[src/rtl/alu_pkg.sv]
`default_nettype none
// ============================================================================
// Module : alu_pkg
// Brief  : Op encodings, FSM state type and op classification for mc_alu.
//          ALU_DIV_EN turns DIVU/REMU into multicycle ops.
// Rev    : 1.0  initial release
// ============================================================================
package alu_pkg;

   localparam logic [3:0] OP_AND   = 4'b0000;
   localparam logic [3:0] OP_OR    = 4'b0001;
   localparam logic [3:0] OP_ADD   = 4'b0010;
   localparam logic [3:0] OP_XOR   = 4'b0011;
   localparam logic [3:0] OP_SLTU  = 4'b0100;
   localparam logic [3:0] OP_SUB   = 4'b0110;
   localparam logic [3:0] OP_SLT   = 4'b0111;
   localparam logic [3:0] OP_MUL   = 4'b1000;
   localparam logic [3:0] OP_MULHU = 4'b1001;
   localparam logic [3:0] OP_DIVU  = 4'b1010;
   localparam logic [3:0] OP_REMU  = 4'b1011;
   localparam logic [3:0] OP_NOR   = 4'b1100;

   typedef enum logic [1:0] {
      IDLE = 2'b00,
      BUSY = 2'b01,
      DONE = 2'b10
   } state_e;

   function automatic logic is_multicycle(input logic [3:0] op);
`ifdef ALU_DIV_EN
      return (op == OP_MUL) || (op == OP_MULHU) || (op == OP_DIVU) || (op == OP_REMU);
`else
      return (op == OP_MUL) || (op == OP_MULHU);
`endif
   endfunction

endpackage
`default_nettype wire

[src/rtl/cla_adder.sv]
`default_nettype none
// ============================================================================
// Module : cla_adder
// Brief  : Parametrised parallel-prefix (lookahead) adder with carry in/out.
// Rev    : 1.0  initial release
// ============================================================================
module cla_adder #(
   parameter int WIDTH = 32
) (
   input  logic [WIDTH-1:0] a,
   input  logic [WIDTH-1:0] b,
   input  logic             cin,
   output logic [WIDTH-1:0] sum,
   output logic             cout
);

   localparam int LEVELS = $clog2(WIDTH);

   logic [WIDTH-1:0] p_w;
   logic [WIDTH-1:0] gp_w;
   logic [WIDTH-1:0] pp_w;

   // cin is folded into bit 0's generate, so gp_w[i] ends as the carry out of bit i
   always_comb begin
      p_w     = a ^ b;
      gp_w    = a & b;
      gp_w[0] = gp_w[0] | (p_w[0] & cin);
      pp_w    = p_w;
      for (int l = 0; l < LEVELS; l++) begin
         gp_w = gp_w | (pp_w & (gp_w << (1 << l)));
         pp_w = pp_w & (pp_w << (1 << l));
      end
   end

   assign sum  = p_w ^ {gp_w[WIDTH-2:0], cin};
   assign cout = gp_w[WIDTH-1];

endmodule
`default_nettype wire

[src/rtl/mc_alu.sv]
`default_nettype none
// ============================================================================
// Module : mc_alu
// Brief  : Multicycle MIPS ALU with valid/ready handshake, iterative multiply
//          and, when ALU_DIV_EN is defined, iterative restoring divide.
// Rev    : 1.0  initial release
// ============================================================================
module mc_alu
   import alu_pkg::*;
#(
   parameter int WIDTH = 32
) (
   input  logic             clk,
   input  logic             rst,
   input  logic             in_valid,
   output logic             in_ready,
   input  logic [WIDTH-1:0] a,
   input  logic [WIDTH-1:0] b,
   input  logic [3:0]       alu_control,
   output logic             out_valid,
   input  logic             out_ready,
   output logic [WIDTH-1:0] result,
   output logic             zero,
   output logic             carry,
   output logic             overflow
);

   localparam int            CW        = $clog2(WIDTH) + 1;
   localparam logic [CW-1:0] LAST_ITER = CW'(WIDTH - 1);

   state_e             state_q, state_d;
   logic [CW-1:0]      cnt_q, cnt_d;
   logic [2*WIDTH-1:0] acc_q, acc_d;
   logic [WIDTH-1:0]   opb_q, opb_d;
   logic               hisel_q, hisel_d;
   logic [WIDTH-1:0]   result_q, result_d;
   logic               zero_q, zero_d;
   logic               carry_q, carry_d;
   logic               ovf_q, ovf_d;

   logic               accept_w, sub_w, cout_w, ovf_w, slt_w;
   logic [WIDTH-1:0]   bx_w, sum_w, sc_res_w, final_w;
   logic               sc_carry_w, sc_ovf_w;
   logic [WIDTH:0]     madd_w;
   logic [2*WIDTH-1:0] step_w;

   // SUB, SLT and SLTU all evaluate a + ~b + 1
   assign sub_w = (alu_control != OP_ADD);
   assign bx_w  = sub_w ? ~b : b;

   cla_adder #(.WIDTH(WIDTH)) u_cla (
      .a    (a),
      .b    (bx_w),
      .cin  (sub_w),
      .sum  (sum_w),
      .cout (cout_w)
   );

   assign ovf_w = (a[WIDTH-1] == bx_w[WIDTH-1]) && (sum_w[WIDTH-1] != a[WIDTH-1]);
   assign slt_w = sum_w[WIDTH-1] ^ ovf_w;

   always_comb begin
      sc_res_w   = '0;
      sc_carry_w = 1'b0;
      sc_ovf_w   = 1'b0;
      case (alu_control)
         OP_AND:  sc_res_w = a & b;
         OP_OR:   sc_res_w = a | b;
         OP_XOR:  sc_res_w = a ^ b;
         OP_NOR:  sc_res_w = ~(a | b);
         OP_ADD, OP_SUB: begin
            sc_res_w   = sum_w;
            sc_carry_w = cout_w;
            sc_ovf_w   = ovf_w;
         end
         OP_SLTU: sc_res_w = {{(WIDTH-1){1'b0}}, ~cout_w};
         OP_SLT:  sc_res_w = {{(WIDTH-1){1'b0}}, slt_w};
         default: sc_res_w = '0;
      endcase
   end

   // acc_q = {partial product | partial remainder, multiplier | dividend->quotient}
   assign madd_w = {1'b0, acc_q[2*WIDTH-1:WIDTH]} + (acc_q[0] ? {1'b0, opb_q} : '0);

`ifdef ALU_DIV_EN
   logic           div_q, div_d;
   logic [WIDTH:0] dshift_w;
   logic           dge_w;

   assign dshift_w = acc_q[2*WIDTH-1:WIDTH-1];
   assign dge_w    = (dshift_w >= {1'b0, opb_q});

   always_comb begin
      if (div_q) begin
         step_w = {(dge_w ? dshift_w[WIDTH-1:0] - opb_q : dshift_w[WIDTH-1:0]),
                   acc_q[WIDTH-2:0], dge_w};
      end else begin
         step_w = {madd_w, acc_q[WIDTH-1:1]};
      end
   end
`else
   assign step_w = {madd_w, acc_q[WIDTH-1:1]};
`endif

   // MULHU and REMU (op bit 0 set) take the upper half of the accumulator
   assign final_w = hisel_q ? step_w[2*WIDTH-1:WIDTH] : step_w[WIDTH-1:0];

   assign in_ready = (state_q == IDLE) || ((state_q == DONE) && out_ready);
   assign accept_w = in_valid && in_ready;

   always_comb begin
      state_d  = state_q;
      cnt_d    = cnt_q;
      acc_d    = acc_q;
      opb_d    = opb_q;
      hisel_d  = hisel_q;
      result_d = result_q;
      zero_d   = zero_q;
      carry_d  = carry_q;
      ovf_d    = ovf_q;
`ifdef ALU_DIV_EN
      div_d    = div_q;
`endif
      case (state_q)
         BUSY: begin
            acc_d = step_w;
            cnt_d = cnt_q + CW'(1);
            if (cnt_q == LAST_ITER) begin
               state_d  = DONE;
               result_d = final_w;
               zero_d   = (final_w == '0);
               carry_d  = 1'b0;
               ovf_d    = 1'b0;
            end
         end
         DONE: begin
            if (out_ready) state_d = IDLE;
         end
         default: state_d = state_q;
      endcase

      if (accept_w) begin
         if (is_multicycle(alu_control)) begin
            state_d = BUSY;
            cnt_d   = '0;
            acc_d   = {{WIDTH{1'b0}}, a};
            opb_d   = b;
            hisel_d = alu_control[0];
`ifdef ALU_DIV_EN
            div_d   = alu_control[1];
`endif
         end else begin
            state_d  = DONE;
            result_d = sc_res_w;
            zero_d   = (sc_res_w == '0);
            carry_d  = sc_carry_w;
            ovf_d    = sc_ovf_w;
         end
      end
   end

   always_ff @(posedge clk) begin
      if (rst) begin
         state_q  <= IDLE;
         cnt_q    <= '0;
         acc_q    <= '0;
         opb_q    <= '0;
         hisel_q  <= 1'b0;
         result_q <= '0;
         zero_q   <= 1'b0;
         carry_q  <= 1'b0;
         ovf_q    <= 1'b0;
`ifdef ALU_DIV_EN
         div_q    <= 1'b0;
`endif
      end else begin
         state_q  <= state_d;
         cnt_q    <= cnt_d;
         acc_q    <= acc_d;
         opb_q    <= opb_d;
         hisel_q  <= hisel_d;
         result_q <= result_d;
         zero_q   <= zero_d;
         carry_q  <= carry_d;
         ovf_q    <= ovf_d;
`ifdef ALU_DIV_EN
         div_q    <= div_d;
`endif
      end
   end

   assign out_valid = (state_q == DONE);
   assign result    = result_q;
   assign zero      = zero_q;
   assign carry     = carry_q;
   assign overflow  = ovf_q;

endmodule
`default_nettype wire
[config.mk]
export PLATFORM = sky130hd
export DESIGN_NAME = mc_alu
export DESIGN_NICKNAME = d
export VERILOG_FILES = /design/src/rtl/alu_pkg.sv /design/src/rtl/cla_adder.sv /design/src/rtl/mc_alu.sv
export SDC_FILE = /design/constraint.sdc
export NUM_CORES = 1
export LEC_CHECK = 0
export CAP_MARGIN = 20
export CORE_UTILIZATION = 55
export CTS_CLUSTER_DIAMETER = 50
export DETAILED_ROUTE_END_ITERATION = 6
export PLACE_DENSITY_LB_ADDON = 0.2
export SYNTH_ARGS = -nofsm -noshare
export SYNTH_HDL_FRONTEND = slang
export SYNTH_SLANG_ARGS = --single-unit
[constraint.sdc]
create_clock -name clk -period 5.9 [get_ports clk]
set_clock_uncertainty 0.1 [all_clocks]
set_input_delay 0.59 -clock clk [delete_from_list [all_inputs] [get_ports clk]]
set_output_delay 0.59 -clock clk [all_outputs]
set_load 0.02 [all_outputs]
==> reports/results.ini <==
[logic_synthesis]
ys_ff_latch=140
syn_nets=1893
async_flop_share_pct=0
synth-main-ff-cell=dfxtp_1
yosys_warnings=0
synth_common_cells=nand2_1 (287), a21oi_1 (178), dfxtp_1 (140)
synth_area_leader_cell=dfxtp_1
synthDominantCellAreaShare_pct=22.8
netlist_area_um2=12300
syn_avg_cell_area_um2=7.29
yosysSeqAreaShare_pct=22.8
synth_area_leaders=dfxtp_1 (23%), ha_1 (13%), nand2_1 (8.8%)
synthCells=1689
synth_edf_count=0
ys_types=77
yosysMostFrequentCell=nand2_1

[global_route]
grt_max_degree=99
grt_use_met3_pct=5.39
antenna_found_initial=1
grt_busiest_layer=met2
grt_use_met1_pct=53.9
grt_usage_pct=36.7
grt.overflow.total=0
grt_pass1_wl_um=64700
grt_pass1_vias=11800
grt_use_met2_pct=55.5

[setup_path]
cp_common_cell=nor4_1
slowest_delay_ps=590
rr_startpoint=acc_q[0]
rr_worst_depth=14
ff2ff_setup_slack_ps=1480
worstSetupStartpointType=primary input
path_max_fanout=17
crit_arrival_ps=5540
critPathCaptureType=flip-flop
cp-startpoint=alu_control[1]
critPathKind=in2reg
endpoint=zero
r2r-end=zero
required_ps=6150
path_cells=clkdlybuf4s50_1, or4b_2, buf_4, xnor2_1, ha_1, a21o_1, and3_1, a2111oi_0, o311ai_0, nor4_1, nand4_1, nor4_1, nand4b_1, nor4_1, nand4_1, a22oi_1
crit_slowest_cell=or4b_2

[power]
p_switching_w=0.000875
power_density_nw_per_um2=196
p_seq_share_pct=35.7
swShare_pct=31.4
p_comb_share_pct=25.2
p_leak_nw=5.69
p_int_w=0.00191
clockPowerShare_pct=39.1
vdd_drop_max_v=0.000175

[floorplan]
initial_utilization_pct=56.2
die_y_um=152
core.rowCount=54
fp.dieW_um=152
coreArea_um2=21900
die-area_um2=23000
ioPinCount=109

[placed_design]
dp_hpwl_um=31900
gp_congestion=0.937
portBuffers=108

[layout]
antenna_cells=0
drive_gt1_share_pct=5.78
final_util_pct=64.8
areaGrowthSynthToFinish_pct=15.3
fillers=1992
fin_nets=1940

[routing]
vias=12900
drt-initial-drc-count=1277
route.detailed.drc=0
avgRoutedWirePerCell_um=20.8
wl_um=42100
ant_nets=0
viasPerCell=6.37
dr.pass1.iters=6

[clock_tree]
cts_buffer_depth=2
htree_levels=4
numCtsBuffers=17
clkTransAtPathRegs_ps=60
cts-root-buf=clkbuf_16
clkLatencyLatePin_ps=420
clock-sinks=140
cts_resized=0
cts_hold_buf=0
postCtsSetupRepairBufs=0
cts_tree=built

[timing]
slew_violations=0
final.setup.tns_ps=0
maxSlewHeadroom_pct=34.3
worst_slew_pin_slew_ps=986
clock.fmax_mhz=189
timing.final.crit_share_pct=89.6
setup_viol=0
rsz0062_at_grt=false
finalHoldViolCount=0
period_minus_slack_ps=5290

[job]
maxCapViolCount=0

[worst_hold_path]
hold_class=reg2reg

[outcome]
status=complete, no violations

## sequential cells by signal, indices dropped and copies added (netlist names)
signal    count
acc_q        64
opb_q        32
result       32
cnt_q         6
state_q       2
carry         1
hisel_q       1
overflow      1
zero          1
## how the worst min path moves through the flow
stage | startpoint | endpoint | slack (ps) | cells past startpoint
after CTS | opb_q[17] | opb_q[17] | 350 | 2
after floorplan | opb_q[0] | opb_q[0] | 330 | 2
after global placement | opb_q[14] | opb_q[14] | 340 | 2
after detailed placement | opb_q[17] | opb_q[17] | 340 | 2
after global routing | opb_q[20] | opb_q[20] | 370 | 2
final | opb_q[17] | opb_q[17] | 350 | 2
## through the flow
| step | hold slack [ps] | setup WS (ps) | cell area, um2 | power, W | std cells |
|---|---|---|---|---|---|
| 2_1_floorplan | 332 | 1230 | 12300 | 0.00144 | 1689 |
| 3_3_place_gp | 338 | 379 | 13600 | 0.00169 | 1997 |
| 3_5_place_dp | 342 | 283 | 13600 | 0.00169 | 1997 |
| 4_1_cts | 350 | 719 | 14200 | 0.00277 | 2027 |
| 5_1_grt | 365 | 382 | 14200 | 0.00288 | 2027 |
| 6_report | 350 | 611 | 14200 | 0.00279 | 2027 |
## power groups by stage
stage	Clock (W)	Sequential (W)	Combinational, W
after floorplan	0	0.00102	0.000419
after global placement	0	0.00101	0.000679
after detailed placement	0	0.00101	0.000681
after CTS	0.00109	0.000993	0.000685
after global routing	0.00113	0.000996	0.000756
final	0.00109	0.000994	0.000703
## worst max-delay path, delay by kind of cell
family | cells | cell delay (ps)
AOI/OAI and AO/OA | 4 | 1090
and+or+nand+nor | 8 | 2480
adders and majority gates | 1 | 320
buffers and inverters | 2 | 780
xor gates and xnor gates | 1 | 240
## logic make-up after synthesis
group,after synthesis,synth area share (%)
fa+ha+maj,132,13.5
buf+inv,200,6.12
xor+xnor,77,5.48
mux,32,2.69
flops,140,22.8
simple gates,628,23.6
compound gates,480,25.8
## cells in the final DEF (no fill, tap or decap), types with 9 or more instances in the layout
| master | instances |
|---|---|
| nand3_1 | 24 |
| nand4_1 | 22 |
| mux2_2 | 9 |
| ha_1 | 130 |
| a211oi_1 | 25 |
| clkbuf_16 | 17 |
| and3_1 | 12 |
| inv_1 | 90 |
| o21ai_0 | 57 |
| a21o_1 | 24 |
| o211ai_1 | 34 |
| or3_1 | 11 |
| a21oi_1 | 178 |
| a31oi_1 | 17 |
| and2_1 | 42 |
| nor4_1 | 13 |
| nor2_1 | 131 |
| clkdlybuf4s50_1 | 107 |
| nand2b_1 | 11 |
| xnor2_1 | 63 |
| buf_4 | 31 |
| o21bai_1 | 9 |
| nand2_1 | 287 |
| nor2b_1 | 9 |
| mux2i_1 | 23 |
| a311oi_1 | 33 |
| nor3_1 | 22 |
| a22oi_1 | 19 |
| xor2_1 | 14 |
| dfxtp_1 | 139 |
## metal layers
layer / wire length (um) / vias up
li1: - / 6113
met1: 19500 / 6195
met2: 18400 / 554
met3: 3560 / 51
met4: 649 / 2
met5: 8 / -
## layout make-up
| class | instances | area (um2) | area share [%] |
|---|---|---|---|
| clock buffer | 17 | 425 | 3.00 |
| clock inverter | 13 | 166 | 1.17 |
| inverter | 90 | 338 | 2.38 |
| multi-input combinational | 1349 | 8810 | 62.0 |
| sequential | 140 | 2800 | 19.8 |
| tap | 280 | 350 | 2.47 |
| timing repair buffer | 138 | 1300 | 9.18 |
Power figures use the tool's default switching activity.
